**src/rtl/tf328_pkg.sv**
```systemverilog
// TF328 shared definitions: AutoConfig register offsets, FSM state types,
// and the Zorro II size-code helper used by the identity ROM.
package tf328_pkg;

  localparam logic [6:0] REG_TYPE    = 7'h00;
  localparam logic [6:0] REG_PROD    = 7'h04;
  localparam logic [6:0] REG_FLAGS   = 7'h08;
  localparam logic [6:0] REG_MANUF   = 7'h10;
  localparam logic [6:0] REG_SERIAL  = 7'h18;
  localparam logic [6:0] REG_BASE_HI = 7'h48;
  localparam logic [6:0] REG_BASE_LO = 7'h4A;
  localparam logic [6:0] REG_SHUTUP  = 7'h4C;

  typedef enum logic [1:0] {UNCFG, CONFIGURED, SHUTUP} cfg_state_t;
  typedef enum logic [1:0] {IDLE, WAIT, ACK} cyc_state_t;

  // Zorro II size field: 2MB = 110, 4MB = 111, 8MB = 000
  function automatic logic [2:0] size_code(input int size_mb);
    case (size_mb)
      2:       return 3'b110;
      4:       return 3'b111;
      default: return 3'b000;
    endcase
  endfunction

endpackage

```
**src/rtl/z2_autoconfig_if.sv**
```systemverilog
// CPU-side bus bundle between the 68020 bus logic and the AutoConfig
// responder. The master modport is the CPU side, the slave is the responder.
interface z2_autoconfig_if;

  logic [23:0] A;
  logic        AS20;
  logic        DS20;
  logic        RW20;
  logic [3:0]  D_IN;
  logic [3:0]  D_OUT;
  logic        D_OE;
  logic        DTACK;
  logic        CONFIGURED;
  logic [3:0]  BASE;
  logic        Z2_ACCESS;

  modport master (
    output A, AS20, DS20, RW20, D_IN,
    input  D_OUT, D_OE, DTACK, CONFIGURED, BASE, Z2_ACCESS
  );

  modport slave (
    input  A, AS20, DS20, RW20, D_IN,
    output D_OUT, D_OE, DTACK, CONFIGURED, BASE, Z2_ACCESS
  );

endinterface

```
**src/rtl/z2_cfg_rom.sv**
```systemverilog
// Nibble-serial AutoConfig identity ROM. Maps the byte offset A[6:0] to the
// nibble presented on D[7:4]. The type register is read as-is; every other
// register is returned inverted, and unused offsets read 4'hF.
module z2_cfg_rom
  import tf328_pkg::*;
#(
  parameter logic [15:0] MANUF_ID   = 16'h082C,
  parameter logic [7:0]  PRODUCT_ID = 8'h01,
  parameter logic [31:0] SERIAL_NO  = 32'h0000_0000,
  parameter int          SIZE_MB    = 4
) (
  input  logic [6:0] offset,
  output logic [3:0] nibble
);

  // Type: Zorro II board, added to the free memory list, no boot ROM, no chaining
  localparam logic [7:0] TYPE_BYTE  = {2'b11, 1'b1, 1'b0, 1'b0, size_code(SIZE_MB)};
  localparam logic [7:0] FLAGS_BYTE = 8'h00;

  // Offset decode; anything not listed is an unused register and reads 4'hF
  always_comb begin
    nibble = 4'hF;
    case (offset)
      REG_TYPE:            nibble = TYPE_BYTE[7:4];
      REG_TYPE + 7'd2:     nibble = TYPE_BYTE[3:0];
      REG_PROD:            nibble = ~PRODUCT_ID[7:4];
      REG_PROD + 7'd2:     nibble = ~PRODUCT_ID[3:0];
      REG_FLAGS:           nibble = ~FLAGS_BYTE[7:4];
      REG_FLAGS + 7'd2:    nibble = ~FLAGS_BYTE[3:0];
      REG_MANUF:           nibble = ~MANUF_ID[15:12];
      REG_MANUF + 7'd2:    nibble = ~MANUF_ID[11:8];
      REG_MANUF + 7'd4:    nibble = ~MANUF_ID[7:4];
      REG_MANUF + 7'd6:    nibble = ~MANUF_ID[3:0];
      REG_SERIAL:          nibble = ~SERIAL_NO[31:28];
      REG_SERIAL + 7'd2:   nibble = ~SERIAL_NO[27:24];
      REG_SERIAL + 7'd4:   nibble = ~SERIAL_NO[23:20];
      REG_SERIAL + 7'd6:   nibble = ~SERIAL_NO[19:16];
      REG_SERIAL + 7'd8:   nibble = ~SERIAL_NO[15:12];
      REG_SERIAL + 7'd10:  nibble = ~SERIAL_NO[11:8];
      REG_SERIAL + 7'd12:  nibble = ~SERIAL_NO[7:4];
      REG_SERIAL + 7'd14:  nibble = ~SERIAL_NO[3:0];
      default:             nibble = 4'hF;
    endcase
  end

endmodule

```
**src/rtl/z2_autoconfig.sv**
```systemverilog
// Zorro II AutoConfig responder for the TF328 fast RAM.
// Answers the $E80000 probe while unconfigured, latches the base address
// written to $48 and then decodes the active-low RAM window match.
// Optional build macro: Z2_SHUTUP_EN -- a write to $4C parks the board in
// SHUTUP (no responses, no RAM window) until reset. Without it, $4C writes
// are acknowledged and ignored.
module z2_autoconfig
  import tf328_pkg::*;
#(
  parameter logic [15:0] MANUF_ID   = 16'h082C,
  parameter logic [7:0]  PRODUCT_ID = 8'h01,
  parameter logic [31:0] SERIAL_NO  = 32'h0000_0000,
  parameter int          SIZE_MB    = 4
) (
  input  logic CLKCPU,
  input  logic RESET,
  z2_autoconfig_if.slave bus
);

  cfg_state_t cfg_state;
  cyc_state_t cyc_state;
  logic [3:0] base_q;
  logic [3:0] d_out_q;
  logic       d_oe_q;
  logic       dtack_q;
  logic       cfg_pend;
`ifdef Z2_SHUTUP_EN
  logic       shut_pend;
`endif
  logic [6:0] offset;
  logic [3:0] rom_nibble;
  logic [3:0] diff;
  logic       cfg_sel;
  logic       wr_strobe;

  assign offset    = bus.A[6:0];
  assign cfg_sel   = ~bus.AS20 & (bus.A[23:16] == 8'hE8) & (cfg_state == UNCFG);
  assign wr_strobe = ~bus.AS20 & ~bus.DS20 & ~bus.RW20;
  assign diff      = bus.A[23:20] - base_q;

  z2_cfg_rom #(
    .MANUF_ID  (MANUF_ID),
    .PRODUCT_ID(PRODUCT_ID),
    .SERIAL_NO (SERIAL_NO),
    .SIZE_MB   (SIZE_MB)
  ) u_rom (
    .offset(offset),
    .nibble(rom_nibble)
  );

  // Bus cycle sequencing plus the configuration state; config changes wait
  // for the end of the cycle so the current access still gets its DTACK.
  // The low base nibble at $4A is acknowledged but nothing consumes it.
  always_ff @(posedge CLKCPU or negedge RESET) begin
    if (!RESET) begin
      cyc_state <= IDLE;
      cfg_state <= UNCFG;
      base_q    <= 4'h0;
      d_out_q   <= 4'hF;
      d_oe_q    <= 1'b0;
      dtack_q   <= 1'b1;
      cfg_pend  <= 1'b0;
`ifdef Z2_SHUTUP_EN
      shut_pend <= 1'b0;
`endif
    end else begin
      case (cyc_state)
        IDLE: begin
          if (cfg_sel) begin
            cyc_state <= WAIT;
            d_oe_q    <= bus.RW20;
            d_out_q   <= rom_nibble;
          end
        end
        WAIT: begin
          if (bus.AS20) begin
            cyc_state <= IDLE;
            d_oe_q    <= 1'b0;
            d_out_q   <= 4'hF;
          end else begin
            cyc_state <= ACK;
            dtack_q   <= 1'b0;
            d_out_q   <= rom_nibble;
          end
        end
        ACK: begin
          if (bus.AS20) begin
            cyc_state <= IDLE;
            dtack_q   <= 1'b1;
            d_oe_q    <= 1'b0;
            d_out_q   <= 4'hF;
            if (cfg_pend) begin
              cfg_state <= CONFIGURED;
              cfg_pend  <= 1'b0;
            end
`ifdef Z2_SHUTUP_EN
            if (shut_pend) begin
              cfg_state <= SHUTUP;
              shut_pend <= 1'b0;
            end
`endif
          end
        end
        default: cyc_state <= IDLE;
      endcase

      if ((cyc_state != IDLE) && wr_strobe) begin
        if (offset == REG_BASE_HI) begin
          base_q   <= bus.D_IN;
          cfg_pend <= 1'b1;
        end
`ifdef Z2_SHUTUP_EN
        if (offset == REG_SHUTUP) begin
          shut_pend <= 1'b1;
        end
`endif
      end
    end
  end

  assign bus.D_OUT      = d_out_q;
  assign bus.D_OE       = d_oe_q;
  assign bus.DTACK      = dtack_q;
  assign bus.CONFIGURED = (cfg_state == CONFIGURED);
  assign bus.BASE       = base_q;
  assign bus.Z2_ACCESS  = ~((cfg_state == CONFIGURED) & ~bus.AS20 &
                            (diff < 4'(SIZE_MB)));

endmodule
```
**src/flat_wrapper.sv**
```systemverilog
// flat-port wrapper written by rule: the top's interface ports become plain ports
module z2_autoconfig_flat import tf328_pkg::*;
#(
  parameter logic [15:0] MANUF_ID   = 16'h082C,
  parameter logic [7:0]  PRODUCT_ID = 8'h01,
  parameter logic [31:0] SERIAL_NO  = 32'h0000_0000,
  parameter int          SIZE_MB    = 4
)
  (CLKCPU, RESET, bus_A, bus_AS20, bus_DS20, bus_RW20, bus_D_IN, bus_D_OUT, bus_D_OE, bus_DTACK, bus_CONFIGURED, bus_BASE, bus_Z2_ACCESS);
  z2_autoconfig_if bus_i ();
  input  logic CLKCPU;
  input  logic RESET;
  input wire logic [$bits(bus_i.A)-1:0] bus_A;
  input wire logic [$bits(bus_i.AS20)-1:0] bus_AS20;
  input wire logic [$bits(bus_i.DS20)-1:0] bus_DS20;
  input wire logic [$bits(bus_i.RW20)-1:0] bus_RW20;
  input wire logic [$bits(bus_i.D_IN)-1:0] bus_D_IN;
  output wire logic [$bits(bus_i.D_OUT)-1:0] bus_D_OUT;
  output wire logic [$bits(bus_i.D_OE)-1:0] bus_D_OE;
  output wire logic [$bits(bus_i.DTACK)-1:0] bus_DTACK;
  output wire logic [$bits(bus_i.CONFIGURED)-1:0] bus_CONFIGURED;
  output wire logic [$bits(bus_i.BASE)-1:0] bus_BASE;
  output wire logic [$bits(bus_i.Z2_ACCESS)-1:0] bus_Z2_ACCESS;
  assign bus_i.A = bus_A;
  assign bus_i.AS20 = bus_AS20;
  assign bus_i.DS20 = bus_DS20;
  assign bus_i.RW20 = bus_RW20;
  assign bus_i.D_IN = bus_D_IN;
  assign bus_D_OUT = bus_i.D_OUT;
  assign bus_D_OE = bus_i.D_OE;
  assign bus_DTACK = bus_i.DTACK;
  assign bus_CONFIGURED = bus_i.CONFIGURED;
  assign bus_BASE = bus_i.BASE;
  assign bus_Z2_ACCESS = bus_i.Z2_ACCESS;
  z2_autoconfig #(.MANUF_ID(MANUF_ID), .PRODUCT_ID(PRODUCT_ID), .SERIAL_NO(SERIAL_NO), .SIZE_MB(SIZE_MB)) u_core (.CLKCPU(CLKCPU), .RESET(RESET), .bus(bus_i));
endmodule
```
**config.mk**
```make
export PLATFORM = sky130hd
export DESIGN_NAME = z2_autoconfig_flat
export DESIGN_NICKNAME = d
export VERILOG_FILES = /design/src/rtl/tf328_pkg.sv /design/src/rtl/z2_autoconfig_if.sv /design/src/rtl/z2_cfg_rom.sv /design/src/rtl/z2_autoconfig.sv /design/src/flat_wrapper.sv
export SDC_FILE = /design/constraint.sdc
export NUM_CORES = 1
export LEC_CHECK = 0
export CAP_MARGIN = 0
export CORE_ASPECT_RATIO = 1.4
export CORE_MARGIN = 1
export CORE_UTILIZATION = 39
export DETAILED_ROUTE_END_ITERATION = 7
export PLACE_DENSITY = 0.89
export SYNTH_ARGS = -nofsm -noshare
export SYNTH_HDL_FRONTEND = slang
export SYNTH_SLANG_ARGS = --single-unit
export TNS_END_PERCENT = 10
```
**constraint.sdc**
```tcl
create_clock -name CLKCPU -period 1.95 [get_ports CLKCPU]
set_input_delay 0.39 -clock CLKCPU [delete_from_list [all_inputs] [get_ports CLKCPU]]
set_output_delay 0.39 -clock CLKCPU [all_outputs]
set_load 0.01 [all_outputs]
```
# Yosys cells after proc, flatten, opt, wreduce, memory -nomap -nowiden
# Memories as Yosys holds them, arrays and structs flattened.
# Cells that the tools add are included.
totals:
  ff_bits: 14
  mem_bits_ro: 256
  in_bits: 33
  out_inout_bits: 12
  elab_cells: 61
  memories: 1
mem_list:
  columns: ["name", "words", "width", "read_ports", "rd_clocked_by_memory_dff", "write_ports", "line", "text"]
  rows:
  - ["(no name shown)", 64, 4, 1, 0, 0, "z2_cfg_rom.sv:23", "case (offset)"]
op_classes:
  n_addsub: 1
  magnitude_cmp: 1
  n_eq_ne: 8
  n_mux: 19
  bitwise: 10
  n_reduce_logical: 14
ops:
  columns: ["operator", "count"]
  rows:
  - ["4-bit 2-to-1 mux", 4]
  - ["4-bit case mux with 3 select lines", 1]
  - ["3-bit AND reduction", 4]
  - ["8-bit equality test, second input constant", 1]
  - ["1-bit 2-to-1 mux", 8]
  - ["7-bit equality test, second input constant", 1]
  - ["1-bit bitwise AND", 6]
  - ["2-bit 2-to-1 mux", 3]
  - ["2-bit case mux with 3 select lines", 1]
  - ["2-bit nonzero test", 3]
  - ["2-bit zero test", 2]
  - ["4-bit by 3-bit less-than comparator with 1-bit output, second input constant", 1]
  - ["2-bit by 1-bit inequality test with 1-bit output, second input constant", 2]
  - ["2-bit inequality test, second input constant", 2]
  - ["1-bit inverter", 4]
  - ["1-bit case mux with 2 select lines", 2]
  - ["2-bit AND reduction", 2]
  - ["4-bit subtractor", 1]
  - ["3-bit nonzero test", 1]
  - ["2-bit by 1-bit equality test with 1-bit output, second input constant", 1]
  - ["2-bit equality test, second input constant", 1]
  - ["2-bit OR reduction", 1]
  - ["1-bit logical AND", 1]

# Longest topological paths before layout
# Gate-level depths: netlist of run 1.
logic_depth:
  ltp_word: 5
  ltp_mapped: 6
  mapped_depth_nobuf: 6

# By module
# From an unflattened synthesis of run 1, not the netlist that was laid out.
hier_totals:
  hier_cells: 94
  area_unflattened_um2: 975.9
modules_own_cells:
  columns: ["mod", "n_inst", "cells_each", "area_per_inst_um2", "seq_area_each_um2"]
  rows:
  - ["z2_autoconfig", 1, 87, 912.1, 356.6]
  - ["z2_cfg_rom", 1, 7, 63.8, 0.0]

# Worst setup path before layout of run 1
# No wires, ideal clock.
synth_timing:
  kind: "register -> register"
  from: "register u_core.cyc_state[0]"
  to: "register u_core.d_out_q[0] (netlist: u_core.bus.D_OUT[0])"
  setup_ns: 0.082
  t_arrival_ns: 1.480
  required_time_ns: 1.868
  slack_ns: 0.387
  stages_incl_launch_ff: 6
  path_buffers: 0
  synth_period_minus_slack_ns: 1.563
  path_cell_list: "dfrtp_1 > inv_1 > ha_1 > nor2b_1 > or3_4 > mux2_2"
synth_between:
  elab_chain_len: 3
  word_cells_on_any_way: 8
  cone_classes: "eq/ne: 4; mux: 1; reduce/logical: 3"
synth_lines:
  columns: ["element", "line", "text"]
  rows:
  - ["start: declaration", "z2_autoconfig.sv:21", "cyc_state_t cyc_state;"]
  - ["start signal: assignment", "z2_autoconfig.sv:56", "cyc_state <= IDLE;"]
  - ["start signal: assignment", "z2_autoconfig.sv:70", "cyc_state <= WAIT;"]
  - ["start signal: assignment", "z2_autoconfig.sv:77", "cyc_state <= IDLE;"]
  - ["2-bit equality test, or another cell as far along", "z2_autoconfig.sv:67", "case (cyc_state)"]
  - ["2-bit inequality test (no line), or another cell as far along", null, null]
  - ["3-bit AND reduction (no line)", null, null]
  - ["end signal: assignment", "z2_autoconfig.sv:72", "d_out_q <= rom_nibble;"]
  - ["end signal: assignment", "z2_autoconfig.sv:83", "d_out_q <= rom_nibble;"]
  - ["end: declaration", "z2_autoconfig.sv:23", "logic [3:0] d_out_q;"]
# Several ways; a longest one is shown, not always the timed one.
# A chain may end at the register's enable or synchronous reset.

# Final worst setup path of run 1
layout_timing:
  from: "register u_core.base_q[1] (netlist: u_core.bus.BASE[1])"
  to: "output bus_Z2_ACCESS"
layout_between:
  elab_chain_len: 4
layout_lines:
  columns: ["element", "line", "text"]
  rows:
  - ["start: declaration", "z2_autoconfig.sv:22", "logic [3:0] base_q;"]
  - ["start signal: assignment", "z2_autoconfig.sv:109", "base_q <= bus.D_IN;"]
  - ["4-bit subtractor", "z2_autoconfig.sv:39", "assign diff = bus.A[23:20] - base_q;"]
  - ["4-bit by 3-bit less-than comparator with 1-bit output", "z2_autoconfig.sv:127", "(diff < 4'(SIZE_MB)));"]
  - ["1-bit bitwise AND", "z2_autoconfig.sv:126", "assign bus.Z2_ACCESS = ~((cfg_state == CONFIGURED) & ~bus.AS20 &"]
  - ["1-bit inverter", "z2_autoconfig.sv:126", null]
  - ["end: declaration", "flat_wrapper.sv:23", "output wire logic [$bits(bus_i.Z2_ACCESS)-1:0] bus_Z2_ACCESS;"]
# No other way between the ends.

==> results of run 1 <==
## power by group through the flow
stage          Sequential, mW  Clock, mW  Combinational, mW
2_1_floorplan           0.413          0              0.160
3_3_place_gp            0.395          0              0.353
3_5_place_dp            0.400          0              0.372
4_1_cts                 0.395      0.218              0.377
5_1_grt                 0.400      0.234              0.417
6_report                0.394      0.221              0.385
## metrics by stage
stage / TNS (ps) / util (%)
floorplan: 0 / -
global placement: -1770 / 63.6
detailed placement: -1860 / 63.6
CTS: -1.69 / 65.9
global route: -80.0 / 67.4
finish: 0 / 67.4
## cells by family after synthesis
group,share of synthesized area [%]
and+or+nand+nor,22.2
AOI/OAI and AO/OA,10.5
DFF,41.1
muxes,10.4
buffers and inverters,3.03
adders and majority gates,8.66
xor gates and xnor gates,4.04
## routing by layer
metal  part of all wire, %  vias to the layer above  GRT usage [%]
li1                      -                      390              -
met3                   5.1                       11           7.48
met4                   4.2                        0           16.1
met5                     0                        -              0
met1                    35                      402           22.2
met2                    56                       39           40.4
## layout make-up
cell class / instances / area, sq um / area share, %
clock buffer: 4 / 36.3 / 2.66
inverter: 6 / 22.5 / 1.65
multi-input combinational: 61 / 531 / 38.9
sequential: 14 / 357 / 26.2
tap: 21 / 26.3 / 1.93
timing repair buffer: 41 / 390 / 28.7
## synthesized netlist by cell type (2+ instances only)
| cell type | n | area, sq um |
|---|---|---|
| mux2_2 | 8 | 90.1 |
| nand4_1 | 2 | 12.5 |
| ha_1 | 6 | 75.1 |
| nor2_1 | 4 | 15.0 |
| dfstp_2 | 5 | 131 |
| dfrtp_1 | 9 | 225 |
| nor2b_1 | 3 | 18.8 |
| nand2b_1 | 4 | 25.0 |
| xor2_1 | 3 | 26.3 |
| nand2_1 | 4 | 15.0 |
| o21ai_0 | 3 | 15.0 |
| a21oi_1 | 5 | 25.0 |
| inv_1 | 6 | 22.5 |
| nor4_1 | 3 | 18.8 |
## repair_timing
action,4_1_cts,5_1_grt
setup endpoints to repair,1,1
pin swaps,4,3
resized for setup,9,5
## sequential cells by signal, summed over array words and instances, names as in the netlist
name	cells
u_core.bus.DTACK	1
u_core.bus.D_OUT	4
u_core.cfg_state	1
u_core.bus.D_OE	1
u_core.cyc_state	2
u_core.cfg_pend	1
u_core.bus.BASE	4
## how the worst max path moves through the flow
stage | start | end | slack (ps) | cells past startpoint
3_5_place_dp | bus_A[21] | bus_Z2_ACCESS | -470 | 6
2_1_floorplan | u_core.cyc_state[0] | u_core.bus.D_OUT[0] | 390 | 5
4_1_cts | u_core.bus.BASE[1] | bus_Z2_ACCESS | -2 | 6
5_1_grt | u_core.bus.BASE[1] | bus_Z2_ACCESS | -80 | 6
6_report | u_core.bus.BASE[1] | bus_Z2_ACCESS | 8 | 6
3_3_place_gp | bus_A[21] | bus_Z2_ACCESS | -420 | 6
==> summary.md, run 1 <==
| Metric | Value |
|---|---|
| Run status | `finished, final reports clean` |
| Final non-filler cell total | `~150` |
| H-tree Lvls | `1` |
| Commonest non-fill, non-tap cell in the layout | `clkdlybuf4s50_1` |
| Part of the power in the clock network | `22.1%` |
| Placed instance count | `between 100 and 150` |
| CTS tree | `built` |
| Slew margin rel. | `about three fifths` |
| Largest net degree at the start of global routing | `15` |
| Post-synthesis cell area | `867 sq um` |
| Clock sink count | `14` |
| Net switching power figure | `313 uW` |
| RSZ-0062 raised after global routing | `true` |
| Drt wl/cell | `17.3 microns` |
| Num CTS Buffers | `3` |
| Root buffer cell | `clkbuf_4` |
| Req. time, crit path | `~1600 ps` |
| Slew Viols, Final | `0` |
| Hold WS | `between 400 and 500 ps` |
| Hold WC Path Type | `input port to asynchronous set/reset pin` |
| Slew @ Worst Pin | `slightly above 600 ps` |
| Largest fanout on the critical path | `2` |
| Tcrit/Tclk final | `99.6%` |
| Final setup fails | `0` |
| Total power draw | `between 1 and 1.5 mW` |
| Share of cells above drive strength 1 | `27.0%` |
| Register-to-Register Path Depth | `5` |
| Final Instance Area | `between 0.001 and 0.0015 sq mm` |
| Max Root-Sink Buffers | `2` |
| Mapped Avg Cell Area | `10.6 sq um` |
| Max IR drop VDD | `509 uV` |
| Static leakage | `between 0.5 and 0.6 nW` |
| Pwr/cell area | `734 mW/mm^2` |
| Detail Route Antenna Nets | `0` |
| Tmin final | `1940 ps` |
| Logic pwr share | `38.5%` |
| Via count | `around 840` |
| Gpl congestion | `0.756` |
| Detailed Route Iter0 Violations | `28` |
| Max stage delay cell, worst path | `dfrtp_1` |
| Register area share after synthesis | `41.1%` |
| Final hold vios | `0` |
| Number of hold buffers added after CTS | `0` |
| FF-to-FF Start | `u_core.cyc_state[1]` |
| Final WS setup | `8.08 ps` |
| Kind of cell adding the most delay to the critical path | `flip-flops` |
| Syn Inst Count | `82` |
| Total routed wirelength | `2.55 mm` |
| Reg power frac | `between 30% and 40%` |
| Via-to-Cell Ratio | `about 5.7` |
| Gr ovfl total | `0` |
| Placed Area | `0.00128 sq mm` |
| Port bufs | `35` |
| Clock Latency Late Sink | `approximately 290 ps` |
| Clock transition at path regs | `90 ps` |
| Initial DRT Pass Iterations | `4` |
| Gr usage total | `a little under a quarter` |
| Initial antenna violation count | `0` |
| Initial core utilization | `42.9%` |
| Filler Cell Count | `135` |
| DP HPWL | `between 1.5 and 2 mm` |
| Post-synthesis net count | `between 100 and 150` |
| Antenna cells | `0` |
| Number of core rows | `19` |
| Most frequent cells in the layout | `clkdlybuf4s50_1 (31), dfrtp_1 (9), mux2_2 (8), buf_4 (6)` |
| CP peak stage delay | `around 420 ps` |
| DIE AREA | `0.00242 sq mm` |
| Area grow syn2layout | `57.1%` |
| Unique masters post-synth | `31` |
| Ports | `45` |
| Crit-path cells | `inv_2, ha_4, a21oi_4, xor2_1, nand4b_1, buf_2` |
| Post-CTS setup buffers | `0` |
| Drc violations | `0` |
| R2r setup slk | `~200 ps` |
| WP data arrival | `1550 ps` |
| Vias in the first global route | `905` |
| DIE WIDTH | `41.9 microns` |
| Most used DFF post-synth | `dfrtp_1` |
| Placement Setup Slack | `-472 ps` |
| P_int | `687 uW` |
| Post-Route Skew | `around 1.1 ps` |
| Post-synth EDFFs | `0` |
| Layout net count | `around 170` |
| CORE AREA | `0.00202 sq mm` |
| Reg2Reg Capture Point | `u_core.bus.D_OUT[2]` |
| Max Clk Rate | `515 MHz` |
| Sw frac | `a little under a third` |
| Path type of the worst setup path | `flop to output port` |
| Max-cap violation count | `0` |
| Die height | `57.8 microns` |
| Crit start category | `flop` |
| CP Buf/Inv Count | `2` |
| First-pass GRT wire length | `4.03 mm` |
| Asr flop ratio synth | `100%` |
| Yosys warning count | `0` |
| Setup crit end kind | `output port` |
| Number of synthesized register bits | `14` |
Note: power is estimated with default switching activity, not from simulation.
==> run 2, diff against run 1 <==
--- a/config.mk
+++ b/config.mk
@@ -6,7 +6,6 @@
 export NUM_CORES = 1
 export LEC_CHECK = 0
 export CAP_MARGIN = 0
-export CORE_ASPECT_RATIO = 1.4
 export CORE_MARGIN = 1
 export CORE_UTILIZATION = 39
 export DETAILED_ROUTE_END_ITERATION = 7
==> constraint.sdc (replaced) <==
create_clock -name CLKCPU -period 1.8 [get_ports CLKCPU]
set_input_delay 0.36 -clock CLKCPU [delete_from_list [all_inputs] [get_ports CLKCPU]]
set_output_delay 0.36 -clock CLKCPU [all_outputs]
set_load 0.01 [all_outputs]
==> summary.md, run 2 (same netlist as run 1, synthesis figures left out) <==
| Metric | Value |
|---|---|
| Run status | `finished with violations` |
| Failing checks | `setup timing` |
| Slew Viols, Final | `0` |
| Vias in the first global route | `around 870` |
| Setup TNS | `-73.2 ps` |
| Gr usage total | `20.5%` |
| Path type of the worst setup path | `flop to output port` |
| Total power draw | `1.08 mW` |
| Clock Latency Late Sink | `between 200 and 300 ps` |
| Part of the power in the clock network | `approximately a fifth` |
| Initial core utilization | `a little over two fifths` |
| Post-Route Skew | `7.55 ps` |
| DP HPWL | `1.65 mm` |
| Crit start category | `flop` |
| Die height | `49.2 microns` |
| Share of cells above drive strength 1 | `30.3%` |
| Number of core rows | `16` |
| Gpl congestion | `0.875` |
| Max Root-Sink Buffers | `2` |
| Tcrit/Tclk final | `104%` |
| RSZ-0062 raised after global routing | `true` |
| DIE AREA | `0.00242 sq mm` |
| Static leakage | `0.603 nW` |
| Most frequent cells in the layout | `clkdlybuf4s50_1 (30), buf_4 (12), dfrtp_1 (9), mux2_2 (8)` |
| Clock transition at path regs | `90 ps` |
| Req. time, crit path | `1440 ps` |
| Tmin final | `1870 ps` |
| Detail Route Antenna Nets | `0` |
| DIE WIDTH | `49.2 microns` |
| Hold WC Path Type | `input port to asynchronous set/reset pin` |
| Largest net degree at the start of global routing | `15` |
| Gr ovfl total | `0` |
| FF-to-FF Start | `u_core.cyc_state[0]` |
| Port bufs | `35` |
| Slew @ Worst Pin | `roughly 630 ps` |
| Initial DRT Pass Iterations | `4` |
| H-tree Lvls | `1` |
| Crit-path cells | `inv_2, ha_4, a21oi_2, xor2_1, nand4b_1, buf_2` |
| Root buffer cell | `clkbuf_4` |
| Layout net count | `172` |
| Setup crit end kind | `output port` |
| Final non-filler cell total | `around 160` |
| Sw frac | `29.4%` |
| Register-to-Register Path Depth | `5` |
| Placed instance count | `153` |
| CORE AREA | `0.00202 sq mm` |
| Clock sink count | `14` |
| Detailed Route Iter0 Violations | `25` |
| Max-cap violation count | `0` |
| Placed Area | `0.00132 sq mm` |
| Via-to-Cell Ratio | `5.07` |
| CP peak stage delay | `~400 ps` |
| Total routed wirelength | `2.17 mm` |
| R2r setup slk | `120 ps` |
| Drt wl/cell | `13.7 microns` |
| Final WS setup | `-73.2 ps` |
| Reg power frac | `39.2%` |
| Initial antenna violation count | `0` |
| Max stage delay cell, worst path | `dfrtp_1` |
| Final setup fails | `1` |
| Via count | `between 800 and 900` |
| Slew margin rel. | `58.0%` |
| Pwr/cell area | `770 mW/mm^2` |
| Reg2Reg Capture Point | `u_core.bus.D_OUT[2]` |
| First-pass GRT wire length | `3.70 mm` |
| Final hold vios | `0` |
| Kind of cell adding the most delay to the critical path | `flip-flops` |
| Drc violations | `0` |
| Final Instance Area | `between 0.001 and 0.0015 sq mm` |
| CTS tree | `built` |
| Area grow syn2layout | `62.0%` |
| P_int | `763 uW` |
| CP Buf/Inv Count | `2` |
| Largest fanout on the critical path | `2` |
| Net switching power figure | `319 uW` |
| Num CTS Buffers | `3` |
| Max Clk Rate | `534 MHz` |
| Logic pwr share | `between 30 and 40%` |
| WP data arrival | `1510 ps` |
| Filler Cell Count | `roughly 150` |
| Antenna cells | `0` |
| Commonest non-fill, non-tap cell in the layout | `clkdlybuf4s50_1` |
| Max IR drop VDD | `607 uV` |
| Ports | `45` |
## run 2: power groups by stage
stage	combinational (mW)	sequential, mW	clock (mW)
after floorplan	0.174	0.448	0
after global placement	0.407	0.425	0
after detailed placement	0.419	0.430	0
after CTS	0.424	0.424	0.236
after global routing	0.467	0.432	0.247
final	0.429	0.424	0.229
## run 2: stage by stage
step	util, %	setup WS (ps)	hold slack [ps]
finish	69.5	-73.2	455
global route	69.5	-197	505
CTS	68.6	-71.3	464
detailed placement	65.4	-606	463
global placement	65.4	-502	459
floorplan	-	237	64.4
## run 2: per-layer routing
layer  vias up  GRT usage [%]  routed length, microns
met5         -              0                       0
li1        393              -                       -
met4         0           4.90                      27
met3         4           7.17                     118
met2        30           37.0                    1110
met1       379           22.7                     914
## run 2: repair_timing
item | CTS | global route
pin swaps | 7 | 1
gates resized for setup | 11 | 3
hold buffers | 0 | 0
endpoints found under the setup margin | 5 | 6
setup buffers | 1 | 1
## run 2: area by class of cell
cell class              count  area [sq um]  area share [%]
repair buffers             47           434            30.9
multi-input cells          61           522            37.1
flip-flops and latches     14           357            25.4
well taps                  27          33.8            2.40
inverters                   6          22.5            1.60
clock buffers               4          36.3            2.58
## run 2: worst reg2reg max path: cells and delay by family, from the launching register on
| kind | cells | cell delay (ps) |
|---|---|---|
| adders and majority gates | 1 | 260 |
| muxes | 1 | 280 |
| buffers and inverters | 1 | 100 |
| DFF | 1 | 410 |
| and+or+nand+nor | 2 | 560 |
## run 2: how the worst max path moves through the flow
| stage | startpoint | to | slack [ps] | cells after the start |
|---|---|---|---|---|
| finish | u_core.bus.BASE[1] | bus_Z2_ACCESS | -70 | 6 |
| global route | u_core.bus.BASE[1] | bus_Z2_ACCESS | -200 | 6 |
| CTS | u_core.bus.BASE[1] | bus_Z2_ACCESS | -70 | 6 |
| detailed placement | bus_A[21] | bus_Z2_ACCESS | -610 | 6 |
| global placement | bus_A[21] | bus_Z2_ACCESS | -500 | 6 |
| floorplan | u_core.cyc_state[0] | u_core.bus.D_OUT[0] | 240 | 5 |
